$ cat src/rtl/idex_stage_hs.sv
// ---------------------------------------------------------------------------
// idex_stage_hs -- ID/EX pipeline register with valid/ready handshake and a
// two-entry (main + skid) buffer for the pipelined MIPS core.
//
// The main slot drives EX. The skid slot catches the one instruction that was
// accepted in the same cycle that EX stalled. An empty main slot always shows
// zeroed control bundles and operands, so EX sees a NOP.
//
// Ports:
//   clk, rst_n              clock, asynchronous active-low reset
//   flush                   kill held and incoming instructions this cycle
//   in_valid / in_ready     upstream handshake (in_ready = ~skid valid)
//   in_pc4..in_wb           ID payload (operands, specifiers, control)
//   out_valid / out_ready   downstream handshake (main slot)
//   out_pc4..out_wb         main-slot payload
//
// Optional build macro IDEX_PERF_CNT_EN adds the following performance outputs:
//   stall_cnt[31:0]   cycles with out_valid & ~out_ready
//   flush_cnt[15:0]   cycles with flush asserted
//   bubble_cnt[31:0]  cycles out of reset with out_valid low
// All three counters wrap on overflow.
// ---------------------------------------------------------------------------
module idex_stage_hs #(
    parameter int DATA_W = 32,
    parameter int REG_W  = 5,
    parameter int EX_W   = 4,
    parameter int MEM_W  = 4,
    parameter int WB_W   = 2
) (
    input  logic              clk,
    input  logic              rst_n,
    input  logic              flush,
    input  logic              in_valid,
    output logic              in_ready,
    input  logic [DATA_W-1:0] in_pc4,
    input  logic [DATA_W-1:0] in_a,
    input  logic [DATA_W-1:0] in_b,
    input  logic [DATA_W-1:0] in_imm,
    input  logic [REG_W-1:0]  in_rs,
    input  logic [REG_W-1:0]  in_rt,
    input  logic [REG_W-1:0]  in_rd,
    input  logic [EX_W-1:0]   in_ex,
    input  logic [MEM_W-1:0]  in_mem,
    input  logic [WB_W-1:0]   in_wb,
    output logic              out_valid,
    input  logic              out_ready,
    output logic [DATA_W-1:0] out_pc4,
    output logic [DATA_W-1:0] out_a,
    output logic [DATA_W-1:0] out_b,
    output logic [DATA_W-1:0] out_imm,
    output logic [REG_W-1:0]  out_rs,
    output logic [REG_W-1:0]  out_rt,
    output logic [REG_W-1:0]  out_rd,
    output logic [EX_W-1:0]   out_ex,
    output logic [MEM_W-1:0]  out_mem,
    output logic [WB_W-1:0]   out_wb
`ifdef IDEX_PERF_CNT_EN
    ,
    output logic [31:0]       stall_cnt,
    output logic [15:0]       flush_cnt,
    output logic [31:0]       bubble_cnt
`endif
);

    typedef struct packed {
        logic [DATA_W-1:0] pc4;
        logic [DATA_W-1:0] a;
        logic [DATA_W-1:0] b;
        logic [DATA_W-1:0] imm;
        logic [REG_W-1:0]  rs;
        logic [REG_W-1:0]  rt;
        logic [REG_W-1:0]  rd;
        logic [EX_W-1:0]   ex;
        logic [MEM_W-1:0]  mem;
        logic [WB_W-1:0]   wb;
    } payload_t;

    // Turn a payload into a NOP: control bundles and operands cleared,
    // pc4 and register specifiers kept.
    function automatic payload_t make_nop(input payload_t p);
        payload_t r;
        r     = p;
        r.a   = {DATA_W{1'b0}};
        r.b   = {DATA_W{1'b0}};
        r.imm = {DATA_W{1'b0}};
        r.ex  = {EX_W{1'b0}};
        r.mem = {MEM_W{1'b0}};
        r.wb  = {WB_W{1'b0}};
        return r;
    endfunction

    payload_t in_pay_s;
    payload_t main_r, main_nxt_s;
    payload_t skid_r, skid_nxt_s;
    logic     main_valid_r, main_valid_nxt_s;
    logic     skid_valid_r, skid_valid_nxt_s;
    logic     accept_s;
    logic     drain_s;
    logic     load_main_s;

    assign in_pay_s = '{pc4: in_pc4, a: in_a, b: in_b, imm: in_imm,
                        rs: in_rs, rt: in_rt, rd: in_rd,
                        ex: in_ex, mem: in_mem, wb: in_wb};

    assign accept_s    = in_valid & ~skid_valid_r & ~flush;
    assign drain_s     = main_valid_r & out_ready;
    // Main slot is free to take new content when it is empty or being consumed.
    assign load_main_s = ~main_valid_r | drain_s;

    // Next-state for both slots: flush first, then refill or hold.
    always_comb begin
        main_nxt_s       = main_r;
        main_valid_nxt_s = main_valid_r;
        skid_nxt_s       = skid_r;
        skid_valid_nxt_s = skid_valid_r;
        if (flush) begin
            main_valid_nxt_s = 1'b0;
            main_nxt_s       = make_nop(in_pay_s);
            skid_valid_nxt_s = 1'b0;
            skid_nxt_s       = '0;
        end else begin
            if (load_main_s) begin
                if (skid_valid_r) begin
                    main_nxt_s       = skid_r;
                    main_valid_nxt_s = 1'b1;
                    skid_valid_nxt_s = 1'b0;
                end else if (accept_s) begin
                    main_nxt_s       = in_pay_s;
                    main_valid_nxt_s = 1'b1;
                end else begin
                    main_nxt_s       = make_nop(main_r);
                    main_valid_nxt_s = 1'b0;
                end
            end else begin
                main_nxt_s       = main_r;
                main_valid_nxt_s = main_valid_r;
            end
            // Only a stalled, occupied main slot diverts an accept into skid.
            if (accept_s && main_valid_r && !out_ready) begin
                skid_nxt_s       = in_pay_s;
                skid_valid_nxt_s = 1'b1;
            end else begin
                skid_nxt_s = skid_r;
            end
        end
    end

    // Slot registers.
    always_ff @(posedge clk or negedge rst_n) begin
        if (!rst_n) begin
            main_r       <= '0;
            main_valid_r <= 1'b0;
            skid_r       <= '0;
            skid_valid_r <= 1'b0;
        end else begin
            main_r       <= main_nxt_s;
            main_valid_r <= main_valid_nxt_s;
            skid_r       <= skid_nxt_s;
            skid_valid_r <= skid_valid_nxt_s;
        end
    end

    assign in_ready  = ~skid_valid_r;
    assign out_valid = main_valid_r;
    assign out_pc4   = main_r.pc4;
    assign out_a     = main_r.a;
    assign out_b     = main_r.b;
    assign out_imm   = main_r.imm;
    assign out_rs    = main_r.rs;
    assign out_rt    = main_r.rt;
    assign out_rd    = main_r.rd;
    assign out_ex    = main_r.ex;
    assign out_mem   = main_r.mem;
    assign out_wb    = main_r.wb;

`ifdef IDEX_PERF_CNT_EN
    logic [31:0] stall_cnt_r;
    logic [15:0] flush_cnt_r;
    logic [31:0] bubble_cnt_r;

    // Free-running event counters; the reset branch covers rst_n=0 cycles.
    always_ff @(posedge clk or negedge rst_n) begin
        if (!rst_n) begin
            stall_cnt_r  <= 32'd0;
            flush_cnt_r  <= 16'd0;
            bubble_cnt_r <= 32'd0;
        end else begin
            if (main_valid_r && !out_ready) begin
                stall_cnt_r <= stall_cnt_r + 32'd1;
            end else begin
                stall_cnt_r <= stall_cnt_r;
            end
            if (flush) begin
                flush_cnt_r <= flush_cnt_r + 16'd1;
            end else begin
                flush_cnt_r <= flush_cnt_r;
            end
            if (!main_valid_r) begin
                bubble_cnt_r <= bubble_cnt_r + 32'd1;
            end else begin
                bubble_cnt_r <= bubble_cnt_r;
            end
        end
    end

    assign stall_cnt  = stall_cnt_r;
    assign flush_cnt  = flush_cnt_r;
    assign bubble_cnt = bubble_cnt_r;
`endif

endmodule

$ cat config.mk
export PLATFORM = sky130hd
export DESIGN_NAME = idex_stage_hs
export DESIGN_NICKNAME = d
export VERILOG_FILES = /design/src/rtl/idex_stage_hs.sv
export SDC_FILE = /design/constraint.sdc
export NUM_CORES = 1
export LEC_CHECK = 0
export ABC_AREA = 0
export CORE_MARGIN = 2
export CORE_UTILIZATION = 45
export DETAILED_ROUTE_END_ITERATION = 7
export GPL_TIMING_DRIVEN = 0
export PLACE_DENSITY = 0.73
export REMOVE_ABC_BUFFERS = 1
export SYNTH_ARGS = -nofsm -noshare
export SYNTH_HDL_FRONTEND = slang
export SYNTH_SLANG_ARGS = --single-unit
$ cat constraint.sdc
create_clock -name clk -period 1.9 [get_ports clk]
set_input_delay 0.38 -clock clk [delete_from_list [all_inputs] [get_ports clk]]
set_output_delay 0.38 -clock clk [all_outputs]
set_load 0.005 [all_outputs]
==> flow_metrics.tcl, run 1 <==
set metrics [dict create \
    coreArea_um2 27100 \
    htreeDepth 2 \
    clkTransAtPathRegs_ns 0.06 \
    status "complete, no violations" \
    routed_wl_mm 40.1 \
    critPathLaunchType "flip-flop" \
    setup_viol 0 \
    grt_pass1_vias 10696 \
    finClkSkew_ns 0.0152 \
    total_power_w 0.0153 \
    cp.arrival_ns 2.24 \
    num_vias 10681 \
    crit_type "flip-flop to flip-flop" \
    finalCriticalPeriod_ns 1.86 \
    ir_worst_vdd_mv 0.588 \
    grt_max_degree 117 \
    stdcell_area_um2 17900 \
    grt.overflow.total 0 \
    critical_path_required_ns 2.28 \
    die_x_um 170 \
    fin_crit_sh_pct 97.9 \
    grt_pass1_wl_mm 61.9 \
    syn_to_final_growth_pct 43.2 \
    crit_fanout 28 \
    synth_area_per_cell_um2 11.4 \
    rsz0062_at_grt "true" \
    synth-seq-area-share_pct 61.8 \
    power_per_cell_area_nw_per_um2 859 \
    drtPass1Iterations 5 \
    max_cap_violations 0 \
    root_buffer "clkbuf_16" \
    drive_gt1_share_pct 9.22 \
    hold_violations 0 \
    synth_seq_cells 308 \
    cts_tree "built" \
    final_nets 1556 \
    ios 313 \
    drt_iter0_drc 906 \
    antenna_found_initial 2 \
    die_area_um2 29100 \
    report.final.slew_viol_count 0 \
    place_congestion 0.769 \
    grt_use_total_pct 27.1 \
    viasPerCell 5.95 \
    clkLatencyLatePin_ns 0.51 \
    die_h_um 170 \
    syn-cell-area_um2 12500 \
    synthDistinctLibCells 24 \
    cts_sinks 308 \
    fmax_mhz 538 \
    synthCells 1097 \
    worstHoldPathType "primary input to flip-flop" \
    p_leak_nw 7.52 \
    ys_warn_count 0 \
    antenna_left 0 \
    rows 60 \
    wire_per_inst_um 22.3 \
    start_util_pct 46.0 \
    fillerInstances 2088 \
    critPathCaptureType "flip-flop" \
    drc 0 \
    tightest_slew_ns 0.699 \
    numCtsBuffers 35 \
    placement.io_buffers 312 \
    relSlewSlack_pct 53.4 \
    dpl.hpwl_mm 22.7 \
    clk_path_buf_depth 3 \
    dpl_cell_area_um2 16200 \
]
[worst max-delay path, stage by stage, from the launching register on]
cell	delay [ns]
dfrtp_4	0.52
buf_6	0.14
nor2b_4	0.18
a31oi_4	0.14
buf_12	0.16
buf_12	0.16
buf_12	0.17
a22o_1	0.24
[cells in the mapped netlist]
cell        n  area, um^2
nor3b_4     2        37.5
o21ai_0    47         235
a31oi_1    47         294
buf_1       5        18.8
nor2b_1     1        6.26
nor2b_2     1        8.76
a22o_1    153        1340
a21oi_1     1        5.00
or2_1       1        6.26
dfrtp_1   308        7710
nor2_1      1        3.75
inv_1       2        7.51
buf_2      39         195
nand2_1   153         574
o21ai_1   106         531
a21o_1      1        7.51
clkbuf_1   62         233
a22oi_1   106         796
nand2b_1    2        12.5
a31oi_4     1        21.3
buf_4       9        67.6
nor3_1      1        5.00
a211oi_1   47         353
and2_1      1        6.26
[sequential cells by signal, summed over array words and instances, names as in the netlist, 5 cells and up]
signal / count
out_pc4: 32
out_rt: 5
out_rs: 5
out_b: 32
out_imm: 32
skid_r: 153
out_a: 32
out_rd: 5
[where the power goes]
part / internal, W / leakage, nW / switching, W / total, W
Combinational: 0.000992 / 2.82 / 0.000900 / 0.00189
Clock: 0.00387 / 0.545 / 0.00261 / 0.00648
Sequential: 0.00682 / 4.16 / 0.000153 / 0.00697
[layer usage]
layer	global-route usage (%)	vias up	share of wire (%)	routed length, um
met5	0	-	0	0
met2	42.6	478	47	18900
met3	6.74	87	8.5	3410
met1	36.8	5384	41	16500
met4	9.10	0	3.0	1200
li1	-	4732	-	-
[layout by cell type (no fill, tap or decap), drive strengths merged]
cell and n:
nor2 1, nor3 1, a21oi 1, o21ai 153, nand2 153, a21o 1
a22o 153, clkinv 5, a211oi 47, a31oi 48, nor2b 4, dfrtp 308
dlymetal6s2s 1, diode 2, clkdlybuf4s50 308, nor3b 2, clkbuf 59, or2 1
buf 57, a22oi 106, nand2b 3, dlygate4sd3 1, inv 2, and2 1
bufbuf 5
[final timing paths]
path	cells after the start	slack [ns]	endpoint	startpoint
worst min register to register	2	0.48	out_a[27]	out_a[27]
worst max-delay path	7	0.04	skid_r[95]	skid_valid_r
worst max register to register	7	0.04	skid_r[95]	skid_valid_r
worst min-delay path	2	0.43	out_valid	flush
max in group asynchronous	3	0.35	skid_valid_r	rst_n
min in group asynchronous	2	0.50	out_b[12]	rst_n
[cell families (layout without fill, tap and decap cells)]
group           count (synthesis)  count (layout)  share of synthesized area, %
buf+inv                       117             438                          4.18
flops                         308             308                          61.8
simple gates                  163             166                          5.30
other cells                     0               2                             0
compound gates                509             509                          28.7
[stage by stage]
step	util [%]	hold WS, ns	cells	worst slack [ns]	TNS [ns]
after global placement	57.4	0.466	1666	-13.15	-6556.90
after global routing	65.9	0.418	1794	-0.0174	-0.106
final	65.9	0.432	1795	0.0401	0
after detailed placement	59.9	0.449	1695	-1.03	-197.62
after floorplan	-	0.0844	982	-3.73	-906.64
after CTS	65.2	0.392	1780	0.0110	0
[timing repair]
item / CTS / global route
hold buffers: 1 / 0
buffers inserted: 18 / 10
cloned: 8 / 4
endpoints found under the setup margin: 285 / 226
endpoints found under the hold margin: 87 / 0
pin swaps: 2 / 1
resized for setup: 8 / 11
[area by class of cell]
cell class              count  area [um^2]  area share [%]
clock buffers              55         1070            6.01
multi-input cells         675         4310            24.1
flip-flops and latches    308         7710            43.2
clock inverters             5         28.8           0.161
inverters                   2         7.51          0.0420
diodes                      2         5.00          0.0280
repair buffers            376         4260            23.9
well taps                 372          465            2.61
Note: power is estimated with default switching activity, not from simulation.
==> inputs of run 2 (changes only) <==
- ABC_AREA: 0 -> 1
- PLACE_DENSITY: 0.73 -> 0.72
- clock period: 1.9 -> 2.19 ns (I/O delays scaled with it)
==> flow_metrics.tcl, run 2 <==
set metrics [dict create \
    status "finished with violations" \
    violations "negative hold slack" \
    fillerInstances 2566 \
    finClkSkew_ns 0.0125 \
    viasPerCell 5.20 \
    rsz0062_at_grt "false" \
    syn-cell-area_um2 13500 \
    drive_gt1_share_pct 4.91 \
    synth_area_leaders "dfrtp_1 (57%), nand2_1 (28%), o21ai_0 (4.9%), nand3_1 (3.9%), buf_2 (2.0%)" \
    dpl.hpwl_mm 23.0 \
    fin_crit_sh_pct 96.4 \
    relSlewSlack_pct 44.0 \
    synth_area_per_cell_um2 7.87 \
    use_met1_pct 35.6 \
    grt_max_degree 108 \
    fin_util_pct 61.8 \
    synth_enable_flop_cells 0 \
    synth-seq-area-share_pct 57.2 \
    critical_path_required_ns 1.75 \
    antenna_left 0 \
    ir_worst_vdd_mv 0.523 \
    drtPass1Iterations 5 \
    placement.io_buffers 312 \
    busiest_layer "met2" \
    cts_tree "built" \
    start_util_pct 45.6 \
    hold_slack_ns -0.00184 \
    finalCriticalPeriod_ns 2.11 \
    rows 63 \
    root_buffer "clkbuf_16" \
    stdcell_area_um2 18300 \
    cp.arrival_ns 1.67 \
    drt_iter0_drc 1053 \
    setup_viol 0 \
    num_antenna_cells 0 \
    fin_tns_setup_ns 0 \
    syn_to_final_growth_pct 35.4 \
    worstSetupEndpoint "in_ready" \
    grt.overflow.total 0 \
    clk_path_buf_depth 3 \
    clkLatencyLatePin_ns 0.50 \
    hold_violations 4 \
    final_nets 2131 \
    largest_register "skid_r" \
    routed_wl_mm 41.6 \
    crit_type "flip-flop to primary output" \
    yosysMostFrequentCell "nand2_1" \
    die_x_um 177 \
    num_vias 12402 \
    ys_warn_count 0 \
    htreeDepth 2 \
    rr_worst_depth 6 \
    p_leak_nw 9.15 \
    die_area_um2 31400 \
    power_per_cell_area_nw_per_um2 744 \
    coreArea_um2 29600 \
    synthArstFlopShare_pct 100 \
    crit_fanout 3 \
    max_cap_violations 0 \
    synth_flop_cell "dfrtp_1" \
    use_met2_pct 42.1 \
    r2r-end "skid_r[2]" \
    final_common_cell "nand2_1" \
    report.final.slew_viol_count 0 \
    antenna_found_initial 5 \
    synthDistinctLibCells 18 \
    grt_pass1_vias 12196 \
    place_congestion 0.787 \
    drc 0 \
    worstHoldPathType "primary input to async pin" \
    grt_use_total_pct 26.7 \
    netlist.area_leader.share_pct 57.2 \
    largest_register_ffs 153 \
    multiInputGateArea_um2 5290 \
    dp.cells 2313 \
    ff_latch_area_um2 7710 \
    fmax_mhz 473 \
    dpl_cell_area_um2 16900 \
    fin_cells 2387 \
    grt_pass1_wl_mm 66.2 \
    ios 313 \
    cp-startpoint "skid_valid_r" \
    tightest_slew_ns 0.839 \
    critPathLaunchType "flip-flop" \
    rrSetupSlack_ns 0.14 \
    die_h_um 177 \
    synthCells 1713 \
    synth_common_cells "nand2_1 (1018), dfrtp_1 (308), o21ai_0 (133), nand3_1 (106), buf_2 (55)" \
    layout_common_cells "nand2_1 (1015), clkdlybuf4s50_1 (309), dfrtp_1 (306)" \
    numCtsBuffers 35 \
    synth_area_leader_cell "dfrtp_1" \
    cts_sinks 308 \
    wire_per_inst_um 17.4 \
    met3_usage_pct 8.57 \
    rr_startpoint "skid_valid_r" \
    synth_seq_cells 308 \
    clkTransAtPathRegs_ns 0.06 \
    critPathCaptureType "primary output" \
]
run 2: worst min path at each step:
| stage | startpoint | end | slack, ns | depth (start not counted) |
|---|---|---|---|---|
| floorplan | rst_n | out_a[0] | 0.14 | 0 |
| global placement | out_a[27] | out_a[27] | 0.46 | 2 |
| detailed placement | out_imm[8] | out_imm[8] | 0.46 | 2 |
| CTS | rst_n | skid_r[36] | 0.04 | 1 |
| global route | rst_n | out_pc4[19] | 0.07 | 1 |
| finish | rst_n | skid_r[150] | -0.002 | 1 |
run 2: cell families (layout without fill, tap and decap cells):
family                 count (synthesis)  in the layout  synth area share, %
buffers and inverters                121            399                 4.50
and+or+nand+nor                     1130           1136                 32.6
AOI/OAI and AO/OA                    154            154                 5.72
DFF                                  308            308                 57.2
run 2: what timing repair did:
item | CTS | global route
pin swaps | 3 | 1
resized for setup | 20 | 3
hold buffers | 0 | 0
endpoints found under the setup margin | 308 | 145
buffers inserted | 5 | 0
cloned | 6 | 2
endpoints found under the hold margin | 0 | 0
run 2: final cells by class:
class	count	share of cell area, %
inverters	6	0.493
clock inverters	12	0.534
flip-flops and latches	308	42.2
repair inverters	2	0.0959
well taps	390	2.67
repair buffers	330	19.3
clock buffers	49	5.70
multi-input cells	1290	29.0
run 2: through the flow:
stage	setup WS, ns	total power [W]
3_3_place_gp	-13.21	0.00779
4_1_cts	0.00102	0.0137
2_1_floorplan	-4.13	0.00676
3_5_place_dp	-3.44	0.00785
5_1_grt	0.0190	0.0142
6_report	0.0780	0.0136
run 2: worst max-delay path, cell delays in order, from the launching register on:
cell	delay [ns]
dfrtp_4	0.51
inv_2	0.11
clkdlybuf4s50_1	0.56
run 2: power by group:
part / internal [W] / switching (W)
registers: 0.00597 / 0.000161
logic: 0.000772 / 0.000909
clock network: 0.00344 / 0.00233
run 2: layer usage:
metal	part of all wire [%]	up-vias
met2	46	474
met4	2.2	6
met1	41	5964
met5	0.082	-
met3	11	72
li1	-	5886
